$ cat config.mk
export PLATFORM = sky130hd
export DESIGN_NAME = isqrt_unit
export DESIGN_NICKNAME = d
export VERILOG_FILES = /design/src/rtl/isqrt_pkg.sv /design/src/rtl/isqrt_step.sv /design/src/rtl/isqrt_unit.sv
export SDC_FILE = /design/constraint.sdc
export NUM_CORES = 1
export LEC_CHECK = 0
export CORE_MARGIN = 2
export CORE_UTILIZATION = 50
export CTS_CLUSTER_SIZE = 40
export DETAILED_ROUTE_END_ITERATION = 7
export GPL_TIMING_DRIVEN = 0
export PLACE_DENSITY = 0.85
export SYNTH_ARGS = -nofsm -noshare
export SYNTH_HDL_FRONTEND = slang
export SYNTH_SLANG_ARGS = --single-unit
$ cat constraint.sdc
create_clock -name Clk -period 6 [get_ports Clk]
set_clock_uncertainty 0.2 [all_clocks]
set_input_delay 1.5 -clock Clk [delete_from_list [all_inputs] [get_ports Clk]]
set_output_delay 1.5 -clock Clk [all_outputs]
set_load 0.02 [all_outputs]
$ cat src/rtl/isqrt_pkg.sv
// isqrt_pkg: shared FSM states and width helpers for the square-root engine
package isqrt_pkg;
  typedef enum logic [1:0] {IDLE, CALC, FIX, DONE} state_t;
  function automatic int rw_of(input int w);
    return w / 2;
  endfunction
  function automatic int cnt_w_of(input int w);
    return $clog2(w / 2);
  endfunction
endpackage

$ cat src/rtl/isqrt_step.sv
// isqrt_step: one combinational bit-pair iteration of the digit-by-digit root
module isqrt_step #(
  parameter int RW = 8
) (
  input  logic [RW+1:0] rem,
  input  logic [RW-1:0] root,
  input  logic [1:0]    pair,
  output logic [RW+1:0] rem_n,
  output logic [RW-1:0] root_n
);
  logic [RW+1:0] rem_s, trial;
  logic ge;
  always_comb begin
    rem_s  = (rem << 2) | {{RW{1'b0}}, pair};
    trial  = {root, 2'b01};
    ge     = rem_s >= trial;
    rem_n  = ge ? rem_s - trial : rem_s;
    root_n = (root << 1) | {{(RW-1){1'b0}}, ge};
  end
endmodule

$ cat src/rtl/isqrt_unit.sv
// isqrt_unit: sequential floor/round integer square root with start/ack handshake
module isqrt_unit import isqrt_pkg::*; #(
  parameter int W = 16,
  localparam int RW = rw_of(W)
) (
  input  logic          Clk,
  input  logic          Reset,
  input  logic          Start,
  input  logic          Round,
  input  logic [W-1:0]  Operand,
  output logic [RW-1:0] Root,
  output logic [RW:0]   Rem,
  output logic          Busy,
  output logic          Ack
);
  localparam int CW = cnt_w_of(W);
  state_t state, state_d;
  logic [W-1:0] opnd;
  logic [CW-1:0] cnt;
  logic rnd, launch;
  logic [RW-1:0] root, root_n, root_fix;
  logic [RW+1:0] rem, rem_n;
  isqrt_step #(.RW(RW)) u_step (
    .rem(rem),
    .root(root),
    .pair(opnd[W-1:W-2]),
    .rem_n(rem_n),
    .root_n(root_n)
  );
  always_comb begin
    launch   = Start && (state == IDLE || state == DONE);
    state_d  = launch ? CALC :
               state == CALC ? (cnt == '0 ? FIX : CALC) :
               state == FIX ? DONE : state;
    // round up when Operand lies past root^2 + root, never beyond all-ones
    root_fix = (rnd && rem > {2'b00, root} && !(&root)) ? root + RW'(1) : root;
  end
  always_ff @(posedge Clk or posedge Reset) begin
    if (Reset) state <= IDLE;
    else state <= state_d;
  end
  always_ff @(posedge Clk or posedge Reset) begin
    if (Reset) begin
      opnd <= '0;
      cnt  <= '0;
      rnd  <= 1'b0;
      root <= '0;
      rem  <= '0;
    end else if (launch) begin
      opnd <= Operand;
      rnd  <= Round;
      root <= '0;
      rem  <= '0;
      cnt  <= CW'(RW - 1);
    end else if (state == CALC) begin
      opnd <= opnd << 2;
      root <= root_n;
      rem  <= rem_n;
      cnt  <= cnt - CW'(1);
    end else if (state == FIX) begin
      root <= root_fix;
    end
  end
  assign Root = root;
  assign Rem  = rem[RW:0];
  assign Busy = state == CALC || state == FIX;
  assign Ack  = state == DONE;
endmodule

==> flow_metrics.tcl <==
set metrics [dict create \
    grt_pass1_vias 2234 \
    tightest_slew_ns 0.812 \
    antennaDiodeCount 0 \
    die_x_um 77.5 \
    crit_chain "clkdlybuf4s50_1 -> and2_1 -> buf_6 -> nor2_1 -> nand2_1 -> o41ai_4 -> buf_6 -> o21ai_0 -> a22o_1" \
    ys_seq_elements 40 \
    critPathRequiredTime_ns 5.98 \
    setup_slack_ns 2.44 \
    antenna_found_initial 0 \
    core_region_area_mm2 0.00517 \
    ff2ff_setup_slack_ns 3.07 \
    rows 26 \
    syn-num-nets 329 \
    cts_resized 0 \
    grt.total_usage 0.219 \
    drc 0 \
    avgSynthCellArea_um2 9.26 \
    hp-start "rnd$_DFFE_PP0P_" \
    yosysSeqAreaShare 0.370 \
    synthCells 292 \
    cpMostUsedCell "buf_6" \
    start_kind "input pin" \
    cts_buffers 5 \
    reg2regPathDepth 9 \
    synth-main-ff-cell "dfrtp_1" \
    crit_path_top_delay_cell "clkdlybuf4s50_1" \
    wl_per_cell_um 15.6 \
    cts_hold_buf 0 \
    synth_area_mm2 0.00270 \
    min_to "rnd$_DFFE_PP0P_" \
    cpPeakStageDelay_ns 0.44 \
    ant_nets 0 \
    gp_congestion 0.819 \
    crit_family "buffers and inverters" \
    dp_slack_ns 2.26 \
    first_pass_iters 5 \
    crit_path_max_fanout 10 \
    drt_wl_total_mm 6.34 \
    cts_max_path_buffers 2 \
    grt_pass1_wl_mm 10.5 \
    grt_setup_unrepaired "no" \
    initial_core_util 0.523 \
    path_class "input pin to flop" \
    hold_class "flop to flop" \
    io_buffers 38 \
    worstReg2RegEnd "rem[8]$_DFFE_PP0P_" \
    status "completed" \
    area.growth.synth_to_final_pct 20.9 \
    crit_buf_inv 3 \
    period_share 0.593 \
    clkLatencyLatePin_ns 0.29 \
    ys_warn_count 0 \
    numPlacedInstances 400 \
    fin_crit_ns 3.56 \
    timing.fmax_mhz 281 \
    overflow 0 \
    cap_viol_max_count 0 \
    hold_depth 2 \
    cts_root_buffer "clkbuf_8" \
    yosys.area.top_type_share 0.370 \
    numClockSinks 40 \
    worst_setup_path_end_kind "flop" \
    htreeDepth 2 \
    regToRegStartpoint "Root[0]$_DFFE_PP0P_" \
    grt_max_degree 41 \
    slew_violations 0 \
    post-dp-hpwl_mm 4.63 \
    die_h_um 77.5 \
    num_vias 2350 \
    cts_tree "built" \
    netlist_top_cells_area "dfrtp_1 (37%), mux2i_1 (8.1%), ha_1 (7.9%), o21ai_0 (7.4%), nand2_1 (5.8%)" \
    hold_viol_final 0 \
    drt_iter0_drc 301 \
    die_area_mm2 0.00601 \
    yosysTopAreaCell "dfrtp_1" \
    synth_edf_count 0 \
    synth_async_sr_flop_share 1.00 \
    worst_ep_arrival_time_ns 3.54 \
    instances_no_fill 407 \
    finalNetCount 374 \
    ios 39 \
    cts_setup_buffers 0 \
    cts.clk_slew.worst_paths_ns 0.08 \
    viasPerCell 5.77 \
    max_slew_margin 0.458 \
    synth_cell_types 49 \
    setup_viol 0 \
    drive_gt1_frac 0.107 \
    fin_tns_setup_ns 0 \
]
==> worst max path at each step <==
stage | from | to | slack (ns) | depth (start not counted)
floorplan | Start | Root[5]$_DFFE_PP0P_ | 3.07 | 8
global placement | Start | Root[5]$_DFFE_PP0P_ | 2.30 | 7
detailed placement | Start | Root[5]$_DFFE_PP0P_ | 2.26 | 7
CTS | Start | Root[5]$_DFFE_PP0P_ | 2.51 | 7
global route | Start | Root[5]$_DFFE_PP0P_ | 2.44 | 9
finish | Start | Root[5]$_DFFE_PP0P_ | 2.44 | 9
==> worst register-to-register path: cells and delay by family, from the launching register on <==
family          cells  cell delay (ns)
mux                 1             0.29
simple gates        2             0.31
fa+ha+maj           1             0.38
flops               1             0.49
compound gates      3             0.81
buf+inv             2             0.35
==> area by class of cell <==
type / count / area [µm²]
Buffer: 21 / 173
Clock buffer: 7 / 96.3
Fill cell: 415 / 1900
Inverter: 17 / 63.8
Multi-Input combinational cell: 214 / 1470
Sequential cell: 40 / 1000
Tap cell: 70 / 87.6
Timing Repair Buffer: 38 / 380
==> metal layers <==
| layer | up-vias | track usage | share of wire | wire length [µm] |
|---|---|---|---|---|
| met2 | 128 | 0.380 | 0.50 | 3170 |
| li1 | 1107 | - | - | - |
| met5 | - | 0 | 0 | 0 |
| met4 | 0 | 0.0661 | 0.015 | 93 |
| met3 | 15 | 0.0500 | 0.082 | 520 |
| met1 | 1100 | 0.272 | 0.40 | 2550 |
==> cells in the mapped netlist (all sizes together) (3+ instances only) <==
| library cell | number |
|---|---|
| a21o | 4 |
| a21oi | 13 |
| a22o | 3 |
| and3 | 3 |
| buf | 14 |
| clkbuf | 7 |
| dfrtp | 40 |
| ha | 17 |
| inv | 17 |
| mux2i | 22 |
| nand2 | 42 |
| nand3b | 4 |
| nor2 | 14 |
| nor3 | 6 |
| o21a | 4 |
| o21ai | 40 |
| o22ai | 3 |
| xnor2 | 7 |
| xor2 | 3 |
==> placed cells by master (no fill, tap or decap), types with 2 or more instances in the layout <==
master	instances
clkbuf_8	10
a31oi_1	2
xor2_1	3
or2_2	2
o21ai_0	40
nor2_1	14
ha_1	17
nand3b_1	3
clkdlybuf4s50_1	38
a21o_1	3
o22ai_1	3
mux2i_1	22
o21a_1	4
and3_1	3
xnor2_1	7
buf_4	9
inv_1	16
a211o_1	2
a22o_1	3
buf_6	4
clkbuf_1	4
nand2_1	42
dfrtp_1	40
o211ai_1	2
a21oi_1	13
nor3_1	6
==> cells by family after synthesis <==
| family | after synthesis | synth area share |
|---|---|---|
| adder cells (fa/ha/maj) | 17 | 0.0787 |
| XOR/XNOR | 10 | 0.0324 |
| multiplexers | 23 | 0.0856 |
| AND/OR/NAND/NOR | 81 | 0.147 |
| AO/OA/AOI/OAI | 83 | 0.199 |
| flip-flops | 40 | 0.370 |
| buffers and inverters | 38 | 0.0875 |
==> flip-flops by register name, summed over array words and instances, names as in the netlist <==
| register | flops |
|---|---|
| rem | 10 |
| rnd | 1 |
| cnt | 3 |
| Root | 8 |
| state | 2 |
| opnd | 16 |
==> per-stage QoR <==
step                instance area, µm²  hold slack, ns   util
floorplan                         2700           0.240      -
global placement                  3170           0.273  0.613
detailed placement                3170           0.291  0.613
CTS                               3270           0.309  0.632
global route                      3270           0.339  0.632
finish                            3270           0.298  0.632
Power is left out: the tool's default activity adds up to more than one toggle a clock period on the data nets, which glitch-free logic cannot reach.
